==> src/rtl/multiplexor_displays_if.sv <==
// Bus between the digit-value source and the seven-segment scanner.
// master drives value/strobes; slave (the scanner) drives the display lines.
interface multiplexor_displays_if #(
  parameter int DIGITOS = 4
);
  localparam int IW = $clog2(DIGITOS);

  logic [4*DIGITOS-1:0] Dato;
  logic                 Cargar;
  logic                 Habilitar;
  logic [3:0]           Binario;
  logic [DIGITOS-1:0]   Anodos;
  logic [IW-1:0]        Indice;

  modport master (
    output Dato, Cargar, Habilitar,
    input  Binario, Anodos, Indice
  );

  modport slave (
    input  Dato, Cargar, Habilitar,
    output Binario, Anodos, Indice
  );
endinterface

==> src/rtl/multiplexor_displays.sv <==
// Time-multiplexed scanner for common-anode seven-segment displays, all outputs registered.
// Optional leading-zero blanking is built only when BLANQUEO_CEROS_EN is defined.
module multiplexor_displays #(
  parameter int DIGITOS = 4,
  parameter int DIV     = 50000
) (
  input  logic                  clk,
  input  logic                  rst_n,
  multiplexor_displays_if.slave bus
);
  localparam int IW = $clog2(DIGITOS);
  localparam int PW = $clog2(DIV);
  localparam int W  = 4 * DIGITOS;

  logic [W-1:0]       sombra_q, sombra_d;
  logic [PW-1:0]      pre_q, pre_d;
  logic [IW-1:0]      idx_q, idx_d;
  logic [3:0]         binario_q, binario_d;
  logic [DIGITOS-1:0] anodos_q, anodos_d;
  logic [IW-1:0]      indice_q, indice_d;

  // Handshake: Cargar is a level-sampled strobe; Dato is captured on every edge it is 1.
  // Habilitar gates the scan (prescaler and digit counter) but never the load.

  always_ff @(posedge clk or negedge rst_n) begin
    if (!rst_n) begin
      sombra_q  <= '0;
      pre_q     <= '0;
      idx_q     <= '0;
      binario_q <= '0;
      anodos_q  <= '1;
      indice_q  <= '0;
    end else begin
      sombra_q  <= sombra_d;
      pre_q     <= pre_d;
      idx_q     <= idx_d;
      binario_q <= binario_d;
      anodos_q  <= anodos_d;
      indice_q  <= indice_d;
    end
  end

  always_comb begin
    sombra_d = bus.Cargar ? bus.Dato : sombra_q;
    pre_d    = pre_q;
    idx_d    = idx_q;
    if (bus.Habilitar) begin
      if (pre_q == PW'(DIV - 1)) begin
        pre_d = '0;
        idx_d = (idx_q == IW'(DIGITOS - 1)) ? '0 : idx_q + 1'b1;
      end else begin
        pre_d = pre_q + 1'b1;
      end
    end
  end

`ifdef BLANQUEO_CEROS_EN
  // nz_above[i] is set when any nibble from i up to the most significant is non-zero.
  logic [DIGITOS-1:0] nz_above;

  always_comb begin
    nz_above = '0;
    nz_above[DIGITOS-1] = |sombra_q[W-1 -: 4];
    for (int i = DIGITOS - 2; i >= 0; i--) begin
      nz_above[i] = nz_above[i+1] | (|sombra_q[4*i +: 4]);
    end
  end
`endif

  // Outputs are computed from the pre-edge idx/sombra/Habilitar, giving one cycle of latency.
  always_comb begin
    indice_d  = idx_q;
    binario_d = sombra_q[4*idx_q +: 4];
    anodos_d  = bus.Habilitar ? ~(DIGITOS'(1) << idx_q) : '1;
`ifdef BLANQUEO_CEROS_EN
    if (idx_q != '0 && !nz_above[idx_q]) begin
      anodos_d = '1;
    end
`endif
  end

  assign bus.Binario = binario_q;
  assign bus.Anodos  = anodos_q;
  assign bus.Indice  = indice_q;
endmodule

==> src/flat_wrapper.sv <==
// flat-port wrapper written by rule: the top's interface ports become plain ports
module multiplexor_displays_flat 
#(
  parameter int DIGITOS = 4,
  parameter int DIV     = 50000
)
  (clk, rst_n, bus_Dato, bus_Cargar, bus_Habilitar, bus_Binario, bus_Anodos, bus_Indice);
  multiplexor_displays_if #(.DIGITOS(DIGITOS)) bus_i ();
  input  logic clk;
  input  logic rst_n;
  input wire logic [$bits(bus_i.Dato)-1:0] bus_Dato;
  input wire logic [$bits(bus_i.Cargar)-1:0] bus_Cargar;
  input wire logic [$bits(bus_i.Habilitar)-1:0] bus_Habilitar;
  output wire logic [$bits(bus_i.Binario)-1:0] bus_Binario;
  output wire logic [$bits(bus_i.Anodos)-1:0] bus_Anodos;
  output wire logic [$bits(bus_i.Indice)-1:0] bus_Indice;
  assign bus_i.Dato = bus_Dato;
  assign bus_i.Cargar = bus_Cargar;
  assign bus_i.Habilitar = bus_Habilitar;
  assign bus_Binario = bus_i.Binario;
  assign bus_Anodos = bus_i.Anodos;
  assign bus_Indice = bus_i.Indice;
  multiplexor_displays #(.DIGITOS(DIGITOS), .DIV(DIV)) u_core (.clk(clk), .rst_n(rst_n), .bus(bus_i));
endmodule
==> config.mk <==
export PLATFORM = sky130hd
export DESIGN_NAME = multiplexor_displays_flat
export DESIGN_NICKNAME = d
export VERILOG_FILES = /design/src/rtl/multiplexor_displays_if.sv /design/src/rtl/multiplexor_displays.sv /design/src/flat_wrapper.sv
export SDC_FILE = /design/constraint.sdc
export NUM_CORES = 1
export LEC_CHECK = 0
export ABC_AREA = 1
export CAP_MARGIN = 10
export CORE_UTILIZATION = 57
export DETAILED_ROUTE_END_ITERATION = 12
export GPL_ROUTABILITY_DRIVEN = 0
export HOLD_SLACK_MARGIN = 0.15
export PLACE_DENSITY = 0.88
export SYNTH_ARGS = -nofsm -noshare
export SYNTH_HDL_FRONTEND = slang
export SYNTH_SLANG_ARGS = --single-unit
==> constraint.sdc <==
create_clock -name clk -period 2.8 [get_ports clk]
set_input_delay 0.84 -clock clk [delete_from_list [all_inputs] [get_ports clk]]
set_output_delay 0.84 -clock clk [all_outputs]
set_load 0.02 [all_outputs]
==> run metrics <==
setup TNS=0 ns; H-Tree Level Count=2; Setup-failing EPs final=0; Remaining DRCs=0; Rel. slew slack=0.3736; CP delay by family, top=buffers and inverters; Fmax=~430 MHz; Die Ht=62.11 um; Num CTS Buffers=5; Critical path buffers and inverters=1; Max Slew Vio Count=0; crit start category=register; RSZ-0062 raised after global routing=false; Clock Latency Late Sink=0.36 ns; io pins=30; Worst setup EP type=output pin; die width=roughly 62 um; ANT cells=0; share of cells above drive strength 1=0.1412; dpl hpwl=2.824 mm; Worst Skew=a little over 0.009 ns; Pre-Repair DR Iteration Count=4; busiest layer in global routing=met2; final instance area=about 0.0025 mm^2; P_leak=~1.2 nW; pwr/cell area=578.3 mW/mm^2; final hold violations=0; root cell of the clock tree=clkbuf_4; syn nets=between 200 and 300; post-route ant nets=0; met1 usage=0.3107; worst-margin pin slew=~0.94 ns; M2 GR Usage=0.3723; Vias=1606; Req. time, crit path=1.96 ns; first-pass GRT wire length=7.155 mm; CTS tree=done; max-cap viol count=0; Post-CTS Setup Repair Bufs=0; fin crit period=about 2.3 ns; post-DR wirelength/cell=~13 um; Nets=between 200 and 300; PostCTS Resize Cnt=0; status=finished, final reports clean; clock sink count=44; Rows=21; final wirelength=3.964 mm; CTS Buffer Depth=2; Crit-path slowest cell=clkdlybuf4s50_1; hold buffers post-CTS=0; largest net degree at the start of global routing=45; initial DRC count=95; cell area after synthesis=roughly 0.002 mm^2; Area growth syn-to-layout=19.20%; total core area=0.003390 mm^2; antenna violations before repair=0; total global-route track usage=0.2365; PortBufs=29; synthesized instance count=between 200 and 250; CP max FO=1; M3 GR Usage=0.04596; DR vias/cell=about 5.2; Tcrit/Tclk final=0.8286; post-synthesis register bit count=44; grt total ovfl=0; Die ar.=between 0.003 and 0.004 mm^2; kind of critical path=register to output pin; delay of the slowest critical-path stage=0.59 ns; Worst-path clk slew=0.12 ns; synth warn=0; worst hold path type=register to register; Critical Path AT=1.48 ns; sequential fraction of the synthesis area=0.5371; fillers=between 200 and 250; vias in the first global route=between 1.5k and 2k; Peak VDD IR=about 0.34 mV; Area after DPL=about 0.0024 mm^2; syn_area_per_cell=between 9 and 10 um^2; Cell variety after synth=27; effective utilization at floorplan=0.6076; CP cell instances=clkdlybuf4s50_1
state kept, by name, indices dropped and copies added, names as in the netlist:
signal / flops
u_core.bus.Binario: 4
u_core.idx_q: 2
u_core.pre_q: 16
u_core.bus.Anodos: 4
u_core.bus.Indice: 2
u_core.sombra_q: 16
metrics by stage:
step / worst slack (ns) / total power, mW / util / std cells / hold WS (ns)
after floorplan: 1.242 / 0.9863 / - / 228 / 0.4264
after global placement: 0.4502 / 1.077 / 0.7047 / 300 / 0.4460
after detailed placement: 0.4342 / 1.099 / 0.7047 / 300 / 0.4680
after CTS: 0.4663 / 1.426 / 0.7243 / 308 / 0.4954
after global routing: 0.4158 / 1.503 / 0.7243 / 308 / 0.5235
final: 0.4800 / 1.420 / 0.7243 / 308 / 0.5034
cells in the final DEF (no fill, tap or decap), drive strengths merged, types with 2 or more instances in the layout:
| cell type | synthesis | final |
|---|---|---|
| mux2 | 12 | 12 |
| clkbuf | 1 | 6 |
| nand2 | 48 | 48 |
| clkdlybuf4s50 | 0 | 28 |
| nor3 | 2 | 2 |
| xnor2 | 2 | 2 |
| dfstp | 4 | 4 |
| nor2 | 30 | 30 |
| a21oi | 16 | 16 |
| ha | 5 | 5 |
| inv | 30 | 30 |
| nand3 | 13 | 13 |
| or2 | 2 | 2 |
| nand4 | 7 | 7 |
| dfrtp | 40 | 40 |
| clkinvlp | 0 | 2 |
| o21ai | 10 | 10 |
| buf | 3 | 2 |
kinds of logic after synthesis:
logic type,count (synthesis),synth area share
muxes,13,0.07047
buffers and inverters,35,0.06683
and+or+nand+nor,102,0.2193
AOI/OAI and AO/OA,26,0.06318
xor gates and xnor gates,3,0.01276
DFF,44,0.5371
adders and majority gates,5,0.03038
layout make-up:
class,count,area [um^2],share of cell area
timing repair buffer,30,292.8,0.1193
multi-input combinational,149,815.8,0.3323
tap,46,57.56,0.02345
inverter,31,116.4,0.04740
clock inverter,2,15.01,0.006116
sequential,44,1106,0.4506
clock buffer,6,51.30,0.02090
final timing paths:
path	from	endpoint	slack, ns	cells past startpoint
max in group asynchronous	rst_n	u_core.pre_q[8]$_DFFE_PN0P_	1.62	1
worst max-delay path	u_core.bus.Anodos[0]$_DFF_PN1_	bus_Anodos[0]	0.48	1
min in group asynchronous	rst_n	u_core.bus.Binario[3]$_DFF_PN0_	0.61	1
worst min register to register	u_core.idx_q[1]$_DFFE_PN0P_	u_core.bus.Indice[1]$_DFF_PN0_	0.50	0
worst max register to register	u_core.pre_q[0]$_DFFE_PN0P_	u_core.pre_q[2]$_DFFE_PN0P_	1.33	5
worst min-delay path	u_core.idx_q[1]$_DFFE_PN0P_	u_core.bus.Indice[1]$_DFF_PN0_	0.50	0
per-layer routing:
| layer | share of wire | vias to the layer above | wire length (um) |
|---|---|---|---|
| li1 | - | 796 | - |
| met1 | 0.44 | 764 | 1742 |
| met2 | 0.50 | 36 | 1994 |
| met3 | 0.036 | 10 | 142 |
| met4 | 0.021 | 0 | 85 |
| met5 | 0 | - | 0 |
report_power, final:
| part | switching [mW] | internal (mW) | leakage (nW) |
|---|---|---|---|
| clock | 0.206 | 0.122 | 0.0305 |
| sequential | 0.0962 | 0.717 | 0.507 |
| combinational | 0.151 | 0.128 | 0.645 |
cell usage after synthesis, drive strengths merged:
cell type | count | area [um^2]
o21ai | 10 | 50.04
nand2 | 48 | 185.2
ha | 5 | 62.56
clkinv | 1 | 3.750
nor2 | 30 | 125.1
mux2i | 1 | 10.01
xor2 | 1 | 8.760
nor3 | 2 | 15.01
nand4 | 7 | 43.79
dfstp | 4 | 105.1
inv | 30 | 112.6
xnor2 | 2 | 17.52
clkbuf | 1 | 3.750
or2 | 2 | 12.51
mux2 | 12 | 135.1
nand3 | 13 | 70.07
dfrtp | 40 | 1001
buf | 3 | 17.52
a21oi | 16 | 80.08
(Power assumes the default switching activity.)
==> RTL change (same flow settings) <==
`DIV` is set to 50000 in 2 places; all go to 25000.
--- a/src/rtl/multiplexor_displays.sv
+++ b/src/rtl/multiplexor_displays.sv
@@ -2,7 +2,7 @@
 // Optional leading-zero blanking is built only when BLANQUEO_CEROS_EN is defined.
 module multiplexor_displays #(
   parameter int DIGITOS = 4,
-  parameter int DIV     = 50000
+  parameter int DIV     = 25000
 ) (
   input  logic                  clk,
   input  logic                  rst_n,
--- a/src/flat_wrapper.sv
+++ b/src/flat_wrapper.sv
@@ -2,7 +2,7 @@
 module multiplexor_displays_flat 
 #(
   parameter int DIGITOS = 4,
-  parameter int DIV     = 50000
+  parameter int DIV     = 25000
 )
   (clk, rst_n, bus_Dato, bus_Cargar, bus_Habilitar, bus_Binario, bus_Anodos, bus_Indice);
   multiplexor_displays_if #(.DIGITOS(DIGITOS)) bus_i ();
Check against the original RTL: no difference found for any inputs over 10 cycles, from zero or initial values and one cycle with rst_n low; that may be too few to reach the edited logic, so the function may still have changed.
==> RTL change against the unedited design <==
Synthesized cell count rose by 5.3%. Core utilization rose by 1.2 points. Maximum frequency fell by 0.48%. Area after synthesis rose by 1.1%. Global-route usage rose by 0.077 points. Sequential power fell by 2%. Non-clock buffer count rose by 1. Sequential cell count fell by 1. Routed wire length rose by 1.9%. First-iteration DRC count fell by 13%. Setup slack got worse by 11 ps. Final area rose by 2.4%. Power rose by 12%. Largest cell class unchanged. Highest routed layer unchanged.
==> RTL change: results (changes against the unedited design) <==
Setup Buffers After CTS=0 (unchanged); post-CTS sizing=0 (unchanged); vias in the first global route=1,553 (-4.7%); ANT cells=0 (unchanged); Worst Reg2Reg Path Length in Cells=6 (+1); predominant post-synthesis flop cell=dfrtp_1; layout cell share with drive strength beyond 1=0.1277 (-0.01348); syn_nets=265 (+4.7%); wire length per cell=12.62 µm (-2.0%); DP Worst Slack=291.6 ps (-142.7 ps); first-pass GRT wire length=7127 µm (-0.39%); layout filler cell count=238 (-1.2%); 1st-pass router iterations=4 (unchanged); via count=1,675 (+4.3%); Largest regs=u_core.sombra_q (16), u_core.pre_q (15); sequential fraction of the synthesis area=0.5192 (-0.01783); Max stage delay on crit path=590 ps (about the same); top post-synthesis cells by area=dfrtp_1, nand2_1, nor2_1; status=completed; multi-input logic area=869.6 µm² (+6.6%); HP Class=in -> async; final clock skew=9.127 ps (-0.05343 ps); Distinct cells, synth=24 (-11%); synth cell count leaders=nand2_1, dfrtp_1, nor2_1, inv_1, nand3_1; Leak=1.174 nW (-0.71%); Area after DPL=2414 µm² (+1.0%); Peak VDD IR=0.3964 mV (+18%); Iter 0 DRT Violations=83 (-13%); htree depth=2 (unchanged); fin nets=298 (+4.2%); largest net degree at the start of global routing=29 (-36%)
RTL change: power breakdown:
part           switching, mW  internal, mW
Clock                  0.204         0.279
Combinational          0.180         0.129
Sequential            0.0992         0.699
Total                  0.484          1.11
RTL change: cell families (layout without fill, tap and decap cells):
kind of cell | after synthesis | in the layout | synth area share
flops | 43 | 43 | 0.5192
buf+inv | 33 | 67 | 0.06309
simple gates | 119 | 119 | 0.2476
fa+ha+maj | 5 | 5 | 0.03005
compound gates | 25 | 25 | 0.06250
xor+xnor | 3 | 3 | 0.01262
mux | 12 | 12 | 0.06490
RTL change: final cells by class:
class | count | area share
sequential | 43 | 0.4299
multi-input combinational | 164 | 0.3458
timing repair buffer | 31 | 0.1194
inverter | 28 | 0.04179
clock inverter | 2 | 0.02388
tap | 46 | 0.02289
clock buffer | 6 | 0.01642
RTL change: per-stage QoR:
step / power [mW] / hold WS [ps] / std cells
final: 1.591 / 354.0 / 320
after global placement: 1.107 / 447.0 / 312
after floorplan: 1.004 / 426.4 / 240
after detailed placement: 1.113 / 461.8 / 312
after CTS: 1.593 / 356.2 / 320
after global routing: 1.672 / 365.5 / 320
RTL change: routing by layer:
metal	GRT usage	vias up	wire length (µm)
li1	-	827	-
met1	0.3276	797	1835
met2	0.3668	45	1974
met3	0.06204	6	179
met4	0.07558	0	48
met5	0	-	0
RTL change: final timing paths:
path / from / endpoint / slack (ps)
min in group clk: u_core.idx_q[1] / u_core.bus.Indice[1] / 490
worst max-delay path: u_core.bus.Anodos[1] / bus_Anodos[1] / 470
worst min-delay path: rst_n / u_core.pre_q[13] / 350
max in group asynchronous: rst_n / u_core.pre_q[6] / 1780
worst min register to register: u_core.idx_q[1] / u_core.bus.Indice[1] / 490
worst max register to register: u_core.pre_q[1] / u_core.pre_q[10] / 1290
